<file path="src/rtl/rop3_pkg.sv">
// Shared ROP3 operand-bus definitions: state encoding and default operand width.
// Operand order P, S, D matches the receiver's LOAD_P/LOAD_S/LOAD_D sequence.
package rop3_pkg;

  localparam int ROP3_STATE_W   = 3;
  localparam int ROP3_N_DEFAULT = 8;

  typedef enum logic [ROP3_STATE_W-1:0] {
    IDLE   = 3'd0,
    SEND_P = 3'd1,
    SEND_S = 3'd2,
    SEND_D = 3'd3,
    GAP    = 3'd4
  } tx_state_e;

endpackage

</file>
<file path="src/rtl/rop3_operand_tx_if.sv">
// Upstream frame handshake into the ROP3 operand transmitter.
// master = frame producer, slave = rop3_operand_tx.
interface rop3_operand_tx_if
  import rop3_pkg::*;
#(
  parameter int N = ROP3_N_DEFAULT
);

  logic         in_valid;
  logic         in_ready;
  logic [N-1:0] in_p;
  logic [N-1:0] in_s;
  logic [N-1:0] in_d;
  logic [7:0]   in_mode;

  modport master (output in_valid, in_p, in_s, in_d, in_mode, input in_ready);
  modport slave  (input in_valid, in_p, in_s, in_d, in_mode, output in_ready);

endinterface

</file>
<file path="src/rtl/rop3_frame_fifo.sv">
// Small synchronous FIFO holding whole operand frames; head is read combinationally.
// Occupancy counter is one bit wider than the pointers so full and empty are distinct.
module rop3_frame_fifo #(
  parameter int WIDTH = 32,
  parameter int DEPTH = 2
) (
  input  logic             clk,
  input  logic             srst,
  input  logic             push,
  input  logic             pop,
  input  logic [WIDTH-1:0] wr_data,
  output logic [WIDTH-1:0] rd_data,
  output logic             full,
  output logic             empty
);

  localparam int AW = $clog2(DEPTH);
  localparam logic [AW:0] DEPTH_C = (AW + 1)'(DEPTH);

  logic [WIDTH-1:0] mem [DEPTH];
  logic [AW-1:0]    wr_ptr;
  logic [AW-1:0]    rd_ptr;
  logic [AW:0]      count;
  logic             do_push;
  logic             do_pop;

  assign full    = (count == DEPTH_C);
  assign empty   = (count == '0);
  assign do_push = push && !full;
  assign do_pop  = pop && !empty;
  assign rd_data = mem[rd_ptr];

  always_ff @(posedge clk) begin
    if (do_push) mem[wr_ptr] <= wr_data;
  end

  always_ff @(posedge clk) begin
    if (srst) begin
      wr_ptr <= '0;
      rd_ptr <= '0;
      count  <= '0;
    end else begin
      if (do_push) wr_ptr <= wr_ptr + 1'b1;
      if (do_pop)  rd_ptr <= rd_ptr + 1'b1;
      case ({do_push, do_pop})
        2'b10:   count <= count + 1'b1;
        2'b01:   count <= count - 1'b1;
        default: ;
      endcase
    end
  end

endmodule

</file>
<file path="src/rtl/rop3_operand_tx.sv">
// ROP3 operand transmitter: buffers {P,S,D,Mode} frames and serialises them with credit throttling.
// Define ROP3_TX_GAP_EN to insert one idle GAP cycle after every frame.
//
// state  | meaning
// IDLE   | bus idle, waiting for a buffered frame and a free credit
// SEND_P | P on bitmap, frame_start high
// SEND_S | S on bitmap
// SEND_D | D on bitmap; may chain straight into the next frame
// GAP    | one idle bus cycle between frames (ROP3_TX_GAP_EN only)
module rop3_operand_tx
  import rop3_pkg::*;
#(
  parameter int N          = ROP3_N_DEFAULT,
  parameter int FIFO_DEPTH = 2,
  parameter int MAX_OUT    = 4
) (
  input  logic                    clk,
  input  logic                    srst,
  rop3_operand_tx_if.slave        up,
  output logic [N-1:0]            bitmap,
  output logic [7:0]              mode,
  output logic                    frame_start,
  output logic                    busy,
  input  logic                    rsp_valid,
  output logic                    err_unexp
);

  localparam int FW = 3 * N + 8;
  localparam int CW = $clog2(MAX_OUT + 1);
  localparam logic [CW-1:0] MAX_OUT_C = CW'(MAX_OUT);

  tx_state_e      state_q;
  tx_state_e      state_d;
  logic [FW-1:0]  wr_data;
  logic [FW-1:0]  rd_data;
  logic           fifo_full;
  logic           fifo_empty;
  logic           pop;
  logic           start;
  logic           credit_ok;
  logic           rsp_dec;
  logic [CW-1:0]  cnt;
  logic [CW-1:0]  cnt_d;
  logic [N-1:0]   head_p;
  logic [N-1:0]   head_s;
  logic [N-1:0]   head_d;
  logic [7:0]     head_mode;
  logic [N-1:0]   hold_s;
  logic [N-1:0]   hold_d;
  logic [7:0]     hold_mode;
  logic [N-1:0]   bitmap_d;
  logic [7:0]     mode_d;

  assign wr_data     = {up.in_mode, up.in_p, up.in_s, up.in_d};
  assign up.in_ready = !fifo_full;

  rop3_frame_fifo #(
    .WIDTH (FW),
    .DEPTH (FIFO_DEPTH)
  ) u_fifo (
    .clk     (clk),
    .srst    (srst),
    .push    (up.in_valid),
    .pop     (pop),
    .wr_data (wr_data),
    .rd_data (rd_data),
    .full    (fifo_full),
    .empty   (fifo_empty)
  );

  assign head_mode = rd_data[FW-1 -: 8];
  assign head_p    = rd_data[3*N-1 -: N];
  assign head_s    = rd_data[2*N-1 -: N];
  assign head_d    = rd_data[N-1:0];

  // A returning response frees its credit in the same cycle it can be reused.
  assign credit_ok = (cnt < MAX_OUT_C) || rsp_valid;
  assign start     = !fifo_empty && credit_ok;
  assign rsp_dec   = rsp_valid && (cnt != '0);
  assign busy      = !fifo_empty || (state_q != IDLE) || (cnt != '0);

  always_comb begin
    state_d = state_q;
    pop     = 1'b0;
    case (state_q)
      IDLE: begin
        if (start) begin
          state_d = SEND_P;
          pop     = 1'b1;
        end
      end
      SEND_P: state_d = SEND_S;
      SEND_S: state_d = SEND_D;
`ifdef ROP3_TX_GAP_EN
      SEND_D: state_d = GAP;
      GAP: begin
        if (start) begin
          state_d = SEND_P;
          pop     = 1'b1;
        end else begin
          state_d = IDLE;
        end
      end
`else
      SEND_D: begin
        if (start) begin
          state_d = SEND_P;
          pop     = 1'b1;
        end else begin
          state_d = IDLE;
        end
      end
`endif
      default: state_d = IDLE;
    endcase
  end

  // Outputs are registered, so they are decoded from the next state.
  always_comb begin
    bitmap_d = '0;
    mode_d   = '0;
    case (state_d)
      SEND_P: begin
        bitmap_d = head_p;
        mode_d   = head_mode;
      end
      SEND_S: begin
        bitmap_d = hold_s;
        mode_d   = hold_mode;
      end
      SEND_D: begin
        bitmap_d = hold_d;
        mode_d   = hold_mode;
      end
      default: ;
    endcase
  end

  always_comb begin
    cnt_d = cnt;
    case ({pop, rsp_dec})
      2'b10:   cnt_d = cnt + 1'b1;
      2'b01:   cnt_d = cnt - 1'b1;
      default: ;
    endcase
  end

  always_ff @(posedge clk) begin
    if (srst) begin
      state_q     <= IDLE;
      bitmap      <= '0;
      mode        <= '0;
      frame_start <= 1'b0;
      cnt         <= '0;
      err_unexp   <= 1'b0;
      hold_s      <= '0;
      hold_d      <= '0;
      hold_mode   <= '0;
    end else begin
      state_q     <= state_d;
      bitmap      <= bitmap_d;
      mode        <= mode_d;
      frame_start <= (state_d == SEND_P);
      cnt         <= cnt_d;
      if (pop) begin
        hold_s    <= head_s;
        hold_d    <= head_d;
        hold_mode <= head_mode;
      end
      if (rsp_valid && (cnt == '0)) err_unexp <= 1'b1;
    end
  end

endmodule

</file>
<file path="src/flat_wrapper.sv">
// flat-port wrapper written by rule: the top's interface ports become plain ports
module rop3_operand_tx_flat import rop3_pkg::*;
#(
  parameter int N          = ROP3_N_DEFAULT,
  parameter int FIFO_DEPTH = 2,
  parameter int MAX_OUT    = 4
)
  (clk, srst, bitmap, mode, frame_start, busy, rsp_valid, err_unexp, up_in_valid, up_in_p, up_in_s, up_in_d, up_in_mode, up_in_ready);
  rop3_operand_tx_if #(.N(N)) up_i ();
  input  logic clk;
  input  logic srst;
  output logic [N-1:0] bitmap;
  output logic [7:0] mode;
  output logic frame_start;
  output logic busy;
  input  logic rsp_valid;
  output logic err_unexp;
  input wire logic [$bits(up_i.in_valid)-1:0] up_in_valid;
  input wire logic [$bits(up_i.in_p)-1:0] up_in_p;
  input wire logic [$bits(up_i.in_s)-1:0] up_in_s;
  input wire logic [$bits(up_i.in_d)-1:0] up_in_d;
  input wire logic [$bits(up_i.in_mode)-1:0] up_in_mode;
  output wire logic [$bits(up_i.in_ready)-1:0] up_in_ready;
  assign up_i.in_valid = up_in_valid;
  assign up_i.in_p = up_in_p;
  assign up_i.in_s = up_in_s;
  assign up_i.in_d = up_in_d;
  assign up_i.in_mode = up_in_mode;
  assign up_in_ready = up_i.in_ready;
  rop3_operand_tx #(.N(N), .FIFO_DEPTH(FIFO_DEPTH), .MAX_OUT(MAX_OUT)) u_core (.clk(clk), .srst(srst), .up(up_i), .bitmap(bitmap), .mode(mode), .frame_start(frame_start), .busy(busy), .rsp_valid(rsp_valid), .err_unexp(err_unexp));
endmodule
</file>
<file path="config.mk">
export PLATFORM = sky130hd
export DESIGN_NAME = rop3_operand_tx_flat
export DESIGN_NICKNAME = d
export VERILOG_FILES = /design/src/rtl/rop3_pkg.sv /design/src/rtl/rop3_operand_tx_if.sv /design/src/rtl/rop3_frame_fifo.sv /design/src/rtl/rop3_operand_tx.sv /design/src/flat_wrapper.sv
export SDC_FILE = /design/constraint.sdc
export NUM_CORES = 1
export LEC_CHECK = 0
export ABC_AREA = 1
export BUFFER_PORTS_ARGS = -buffer_cell sky130_fd_sc_hd__clkbuf_2
export CAP_MARGIN = 25
export CORE_UTILIZATION = 25
export DETAILED_ROUTE_END_ITERATION = 12
export PLACE_DENSITY = 0.49
export SLEW_MARGIN = 25
export SYNTH_ARGS = -nofsm -noshare
export SYNTH_HDL_FRONTEND = slang
export SYNTH_SLANG_ARGS = --single-unit
</file>
<file path="constraint.sdc">
create_clock -name clk -period 3.9 [get_ports clk]
set_input_delay 0.195 -clock clk [delete_from_list [all_inputs] [get_ports clk]]
set_output_delay 0.195 -clock clk [all_outputs]
set_load 0.02 [all_outputs]
</file>
After elaboration in Yosys (flattened, before gate mapping). Memory sizes are Yosys's and may differ from the RTL's. A register that Yosys moved wholly into a read port is not among the register bits. Index checks and enable logic that the tools add are counted.

Input bits: 36. Memory bits (read-only): 0. Word-level logic and storage cells: 63. Output and inout bits: 20. Bits in latches: 0. Memories: 1. Memory bits (writable): 64. Register bits after elaboration: 52.

Memories: u_core.u_fifo.mem (words 2, bits a word 32, read ports 1, clocked after memory_dff 1, wr ports 1, line rop3_frame_fifo.sv:20) `logic [WIDTH-1:0] mem [DEPTH];`.

$mul: 0. Reduce and logical (&&, ||, !) cells: 19. Add/subtract/negate cells: 6. Equal/unequal tests: 11. Bitwise gates (word level): 0. Shifts and indexed selects: 0. Order comparisons: 1. Mux-type cells: 13. Div/mod/pow operators: 0.

Operators with widths (count): case mux 8 bit (3 select lines) (1); case mux 8 bit (2 select lines) (1); equality test 3 x 2 -> 1 bit (second input constant) (4); case mux 3 bit (4 select lines) (1); two-way mux 1 bit (7); equality test 2 bit (second input constant) (3); equality test 3 x 1 -> 1 bit (second input constant) (2); logical NOT 3 bit (2); case mux 3 bit (2 select lines) (1); nonzero test 3 bit (2); logical AND 1 bit (5); equality test 2 x 1 -> 1 bit (second input constant) (2); case mux 2 bit (2 select lines) (1); nonzero test 2 bit (2); OR reduction 2 bit (2); adder 3 x 1 -> 3 bit (second input constant) (1); logical OR 1 bit (3); less-than comparator 3 bit (second input constant) (1); two-way mux 3 bit (1); subtractor 3 x 1 -> 3 bit (second input constant) (1); adder 1 bit (second input constant) (2); adder 2 x 1 -> 2 bit (second input constant) (1); logical NOT 1 bit (2); logical NOT 2 bit (1); subtractor 2 x 1 -> 2 bit (second input constant) (1).

Longest topological paths before layout. Gate-level depths: netlist of run 1.

Word-level depth: 8. Gate-level depth with buffers: 13. Gate-level depth less buffers: 13.

Modules after synthesis. Synthesis of run 1 repeated with hierarchy kept, for this count alone.

Cells, all modules: 380. Area, all modules: 4631.9 um2.

By module, submodules not included: rop3_frame_fifo (sequential area each 2021.9 um2, times used 1, area an instance 2736.4 um2, cells an instance 140); rop3_operand_tx (sequential area each 960.9 um2, times used 1, area an instance 1895.6 um2, cells an instance 240).

Worst setup path before layout of run 1. OpenSTA, ideal clock, no wires.

Kind: flip-flop to flip-flop. From: register u_core.u_fifo.count[0]. To: memory u_core.u_fifo.mem[1][0], enable pin. Path buffers: 0. Required time: 3.477 ns. Slack: 1.290 ns. Period minus slack after synthesis: 2.610 ns. Cell stages (with the launch flop): 5. Data arrival time: 2.187 ns. Setup time: 0.423 ns. Cells stage by stage: dfxtp_1 inv_1 nand2_1 nand2_1 nor2_1.

Word-level cells in the longest chain between the ends: 5.

Ends and longest elaborated chain: start: declaration (line rop3_frame_fifo.sv:23) `logic [AW:0] count;`; start signal: assignment (line rop3_frame_fifo.sv:46) `2'b10: count <= count + 1'b1;`; start signal: assignment (line rop3_frame_fifo.sv:47) `2'b01: count <= count - 1'b1;`; equality test 2 bit (line rop3_frame_fifo.sv:27) `assign full = (count == DEPTH_C);`; logical NOT 1 bit; named net up_in_ready (line flat_wrapper.sv:23) `output wire logic [$bits(up_i.in_ready)-1:0] up_in_ready;`; logical AND 1 bit (line rop3_frame_fifo.sv:29) `assign do_push = push && !full;`; two-way mux 1 bit (line rop3_frame_fifo.sv:34) `if (do_push) mem[wr_ptr] <= wr_data;`; two-way mux 1 bit (not written as such) (line rop3_frame_fifo.sv:34); end: declaration (line rop3_frame_fifo.sv:20).

The timed path passes the listed nets, and every way through them passes these cells.

Worst setup path in the final report of run 1.
From: register u_core.u_fifo.count[0]. To: memory u_core.u_fifo.mem[1][5], enable pin.

Word-level cells in the longest chain between the ends: 5.

Ends and longest elaborated chain (line): equality test 2 bit (rop3_frame_fifo.sv:27); logical NOT 1 bit (rop3_frame_fifo.sv:29); logical AND 1 bit (rop3_frame_fifo.sv:29); two-way mux 1 bit (rop3_frame_fifo.sv:34); two-way mux 1 bit (not written as such) (rop3_frame_fifo.sv:34).

No other way between the ends.

==> reports/results.ini, run 1 <==
[yosys]
synth.cell_area_mm2 = 0.00484
syn_nets = 526
synth_common_cells = nand2_1 (101), edfxtp_1 (64), inv_1 (60)
async_reset_ff_frac = 0
synth-seq-area-share = 0.617
synth_ff_type = edfxtp_1
synth_edf_count = 64
avgSynthCellArea_um2 = 9.93
synth.most_common_cell = nand2_1
synthMuxAreaShare = 0
synth_cell_type_count = 28
synth_fa_ha_area_frac = 0.00931
synth_cells = 487
synthTopCellsByArea = edfxtp_1 (40%), dfxtp_1 (22%), nand2_1 (7.8%)
synth_top_family_by_area = simple AND/OR/NAND/NOR gates
yosys_register_bits = 117
synth-simple-area-share = 0.185
synth_xor_area_frac = 0
synth_area_leader_cell = edfxtp_1
synth_top_area_frac = 0.397
synth_compound_area_frac = 0.105
yosysWarnings = 0

[clocking]
cts_sinks = 117
htreeDepth = 4
clock_tree.root_cell = clkbuf_16
cts_tree = yes
cts_setup_buffers = 0
cts_resized = 0
clock_tree.buffer_depth = 2
numCtsBuffers = 17
cts.reportedPaths.clkPinSlew_ns = 0.05
clk_latency_ns = 0.41

[die]
start_util = 0.257
die_x_um = 141
die_area_mm2 = 0.0199
core_area_mm2 = 0.0188
rows = 50
pin_count = 56
fp.dieH_um = 141

[route]
antenna_left = 0
wl_per_cell_um = 12.2
wirelength_um = 10300
dr.pass1.iters = 4
first_iter_violations = 226
vias_per_cell = 4.01
vias = 3386
drc = 0

[critical_path]
crit_path_end_kind = register
critPathBufInv = 2
critPathRequiredTime_ns = 3.98
startpoint = u_core.u_fifo.count[0]$_SDFFE_PP0P_
cp_top_family = simple AND/OR/NAND/NOR gates
cp.arrival_ns = 2.27
path_class = reg2reg
crit_fanout = 21
cpMostUsedCell = nand2_1
critPathLaunchType = register
rr_startpoint = u_core.u_fifo.count[0]$_SDFFE_PP0P_
cp_cell_sequence = inv_1 -> nand2_1 -> nand2_1 -> nor2_2 -> buf_4
crit_slowest_cell = nor2_2
critPathMaxStageDelay_ns = 0.67

[power]
p_per_area_mw_per_mm2 = 676
totalPowerFinal_mw = 4.23
peakVddDrop_uv = 322
p_leak_nw = 2.53

[flow_run]
drv_cap = 0

[sta]
worst_slew_margin_rel = 0.402
period_share = 0.560
fmax_mhz = 458
drv_slew = 0
fin_skew_ns = 0.0118
whs_ns = 0.0640
worst-slew-pin-transition_ns = 0.892
hold_viol = 0
fin_setup_tns_ns = 0
setup_ws_ns = 1.71
period_needed_ns = 2.19
setup_viol_count_final = 0
rsz0062_at_grt = no

[finish]
instances_no_fill = 845
antennaDiodeCount = 0
design_area_mm2 = 0.00626
final_nets = 611
utilization = 0.332
drive_gt1_frac = 0.210
area_growth_pct = 29.3

[global_route]
grt_overflow = 0
antenna_found_initial = 0
grt_start_max_net_pins = 59
grt_pass1_vias = 3297
grt_pass1_wl_um = 16500
grtUsageTotal = 0.109

[placement]
dp_cells = 781
port_buffers = 55
gp_congestion = 0.734
hpwl_um = 6700
post-place-ws_ns = 1.67
placed_area_mm2 = 0.00533

[status]
outcome = finished clean

[min_path]
min_path_type = in2reg
hold_start = rsp_valid

[worst paths after layout]
path                                            end  slack (ns)  depth (start not counted)
setup / recovery  u_core.u_fifo.mem[1][5]$_DFFE_PP_        1.71                          5
hold / removal        u_core.err_unexp$_SDFFE_PP0P_        0.06                          3
setup reg to reg  u_core.u_fifo.mem[1][5]$_DFFE_PP_        1.71                          5
hold reg to reg       u_core.err_unexp$_SDFFE_PP0P_        0.45                          2
[what timing repair did]
action,CTS,global route
hold buffers,32,0
endpoints found under the setup margin,0,0
endpoints found under the hold margin,64,0
[where the power goes]
group	switching, mW	total (mW)	internal (mW)	leakage, nW
clock network	0.569	1.58	1.01	0.289
logic	0.634	0.989	0.355	1.21
registers	0.133	1.66	1.53	1.03
total	1.34	4.23	2.89	2.53
[cell families (layout without fill, tap and decap cells)]
group,count (synthesis),count (layout)
AND/OR/NAND/NOR,202,202
flip-flops,117,117
buffers and inverters,88,186
AO/OA/AOI/OAI,76,76
adder cells (fa/ha/maj),3,3
other,1,1
[layer usage]
| metal | up-vias | wire length, um | global-route usage |
|---|---|---|---|
| met5 | - | 0 | 0 |
| met4 | 0 | 180 | 0.0549 |
| met3 | 15 | 251 | 0.0282 |
| met2 | 52 | 4770 | 0.172 |
| met1 | 1549 | 5070 | 0.137 |
| li1 | 1770 | - | - |
[flip-flops by register name (all words and copies together), names as in the netlist, 3 cells and up, named ones only]
name,count
u_core.hold_d,8
u_core.cnt,3
u_core.u_fifo.mem,64
u_core.bitmap,8
u_core.state_q,3
u_core.mode,8
u_core.hold_s,8
u_core.hold_mode,8
[worst min-delay path: stages]
cell	delay (ns)
clkbuf_2	0.12
nand2_1	0.07
a21oi_1	0.05
[area by class of cell]
type	instances	area (um2)
fillers	1922	12600
flip-flops and latches	117	2980
clock buffers	17	425
clock inverters	15	179
multi-input cells	282	1460
inverters	62	233
well taps	260	325
repair buffers	92	653
[cells in the final DEF, fill, tap and decap left out, types with 3 or more instances in the layout]
| cell type | instances |
|---|---|
| buf_4 | 4 |
| inv_6 | 3 |
| nand2_1 | 101 |
| clkinv_1 | 3 |
| nand3_1 | 43 |
| o21a_1 | 16 |
| dlygate4sd3_1 | 32 |
| dfxtp_1 | 52 |
| a21oi_2 | 20 |
| edfxtp_1 | 64 |
| nor2_2 | 3 |
| o21ai_1 | 8 |
| nor2_1 | 37 |
| clkbuf_2 | 55 |
| a21oi_1 | 19 |
| clkbuf_16 | 17 |
| nand4_1 | 9 |
| clkinv_4 | 4 |
| inv_1 | 59 |
| bufinv_16 | 3 |
| o21ai_0 | 12 |
No activity file was read; power rests on OpenSTA's default activity.
==> run 2: changes to the inputs <==
clock period = 2.2 ns   (was 3.9 ns; I/O delays follow)
==> run 2 against run 1 <==
- non-clock buffer count up 7
- design area is 0.44% lower
- via count is 0.18% higher
==> reports/results.ini, run 2 (same netlist as run 1, synthesis figures left out) <==
[sta]
rsz0062_at_grt = no
period_share = 0.845
hold_viol = 0
worst-slew-pin-transition_ns = 0.710
setup_viol_count_final = 0
period_needed_ns = 1.86
worst_slew_margin_rel = 0.526
whs_ns = 0.0552
drv_slew = 0
fin_setup_tns_ns = 0
fmax_mhz = 538
fin_skew_ns = 0.00482

[status]
outcome = finished clean

[finish]
top_register = u_core.u_fifo.mem
largest_register_ffs = 64
seqCellArea_mm2 = 0.00298
mostFrequentLayoutCells = nand2_1 (101), edfxtp_1 (64), inv_1 (60)
drive_gt1_frac = 0.208
area_growth_pct = 28.8
instances_no_fill = 852
final_common_cell = nand2_1
final_nets = 618
antennaDiodeCount = 0
n_fill_cell = 1924
multi_input_area_mm2 = 0.00146

[die]
die_area_mm2 = 0.0199
core_area_mm2 = 0.0188
fp.dieH_um = 141
start_util = 0.257
pin_count = 56
rows = 50
die_x_um = 141

[clocking]
htreeDepth = 4
clock_tree.buffer_depth = 2
clk_latency_ns = 0.41
numCtsBuffers = 17
clock_tree.root_cell = clkbuf_16
cts.reportedPaths.clkPinSlew_ns = 0.05
cts_tree = yes
cts_sinks = 117
cts_resized = 0

[placement]
gp_congestion = 0.718
port_buffers = 55
dp_cells = 787
hpwl_um = 6670

[route]
vias_per_cell = 3.98
wirelength_um = 9910
vias = 3392
dr.pass1.iters = 5
wl_per_cell_um = 11.6
first_iter_violations = 173
drc = 0
antenna_left = 0

[critical_path]
path_class = in2reg
r2r-end = u_core.bitmap[4]$_SDFF_PP0_
rr_startpoint = u_core.state_q[2]$_SDFF_PP0_
r2r_slack_ns = 0.34
crit_fanout = 3
cp.arrival_ns = 2.16
crit_path_end_kind = register
critPathLaunchType = primary input
reg2reg_depth = 6
critPathRequiredTime_ns = 2.51

[global_route]
antenna_found_initial = 0
grt_pass1_wl_um = 16200
grt_start_max_net_pins = 59
grtUsageTotal = 0.108
grt_overflow = 0
grt_pass1_vias = 3209

[min_path]
hold_start = up_in_valid
min_path_type = in2reg
holdPathStages = 3
holdPathEnd = u_core.u_fifo.wr_ptr$_SDFFE_PP0P_

[power]
peakVddDrop_uv = 522
p_per_area_mw_per_mm2 = 1150
p_leak_nw = 2.55

[flow_run]
drv_cap = 0

[run 2: cell count changes in the layout (fill, tap and decap cells not counted), sizes merged, moves of 2 or more]
cell      change
bufinv        -2
inv           -2
clkinv        -2
clkinvlp      -2
clkbuf        +8
buf           +6
[run 2: area by class of cell]
class,instances,share of cell area
timing repair buffer,99,0.110
tap,260,0.0522
clock buffer,25,0.0779
sequential,117,0.479
inverter,62,0.0374
clock inverter,7,0.00904
multi-input combinational,282,0.234
[run 2: layer usage]
metal / vias up / GRT usage / part of all wire
li1: 1786 / - / -
met1: 1543 / 0.136 / 0.47
met2: 52 / 0.168 / 0.47
met3: 11 / 0.0326 / 0.040
met4: 0 / 0.0566 / 0.018
met5: - / 0 / 0
[run 2: timing repair]
item	CTS	global route
endpoints found under the hold margin	65	0
setup buffers	0	0
hold buffers	33	0
[run 2: stage by stage]
| stage | power [mW] | setup WS [ns] | area (um2) | util |
|---|---|---|---|---|
| after global routing | 7.61 | 0.143 | 6230 | 0.331 |
| after global placement | 4.65 | 0.358 | 5360 | 0.284 |
| after detailed placement | 4.70 | 0.323 | 5360 | 0.284 |
| after floorplan | 4.37 | 0.107 | 4840 | - |
| after CTS | 7.28 | 0.308 | 6230 | 0.331 |
| final | 7.18 | 0.341 | 6230 | 0.331 |
[run 2: power by group]
| part | internal, mW | switching (mW) |
|---|---|---|
| Clock | 1.62 | 0.883 |
| Sequential | 2.72 | 0.213 |
| Combinational | 0.626 | 1.12 |
[run 2: worst max-delay path by stage]
stage	to	cells past startpoint	from
2_1_floorplan	u_core.u_fifo.mem[1][0]$_DFFE_PP_	4	u_core.u_fifo.count[0]$_SDFFE_PP0P_
3_3_place_gp	u_core.bitmap[4]$_SDFF_PP0_	6	u_core.state_q[2]$_SDFF_PP0_
3_5_place_dp	u_core.bitmap[4]$_SDFF_PP0_	6	u_core.state_q[2]$_SDFF_PP0_
4_1_cts	u_core.bitmap[4]$_SDFF_PP0_	6	u_core.state_q[2]$_SDFF_PP0_
5_1_grt	u_core.bitmap[4]$_SDFF_PP0_	6	u_core.state_q[2]$_SDFF_PP0_
6_report	u_core.cnt[2]$_SDFFE_PP0P_	14	rsp_valid
[run 2: critical path, cell delays in order]
cell           delay [ns]
dlygate4sd3_1        0.54
clkbuf_2             0.14
nor2_2               0.25
nor2_8               0.04
nand2_2              0.11
ha_1                 0.15
inv_1                0.06
fa_1                 0.38
nor2_1               0.11
nor2_1               0.04
nand2_1              0.07
nand2_1              0.05
nand2_1              0.05
nor2_1               0.04
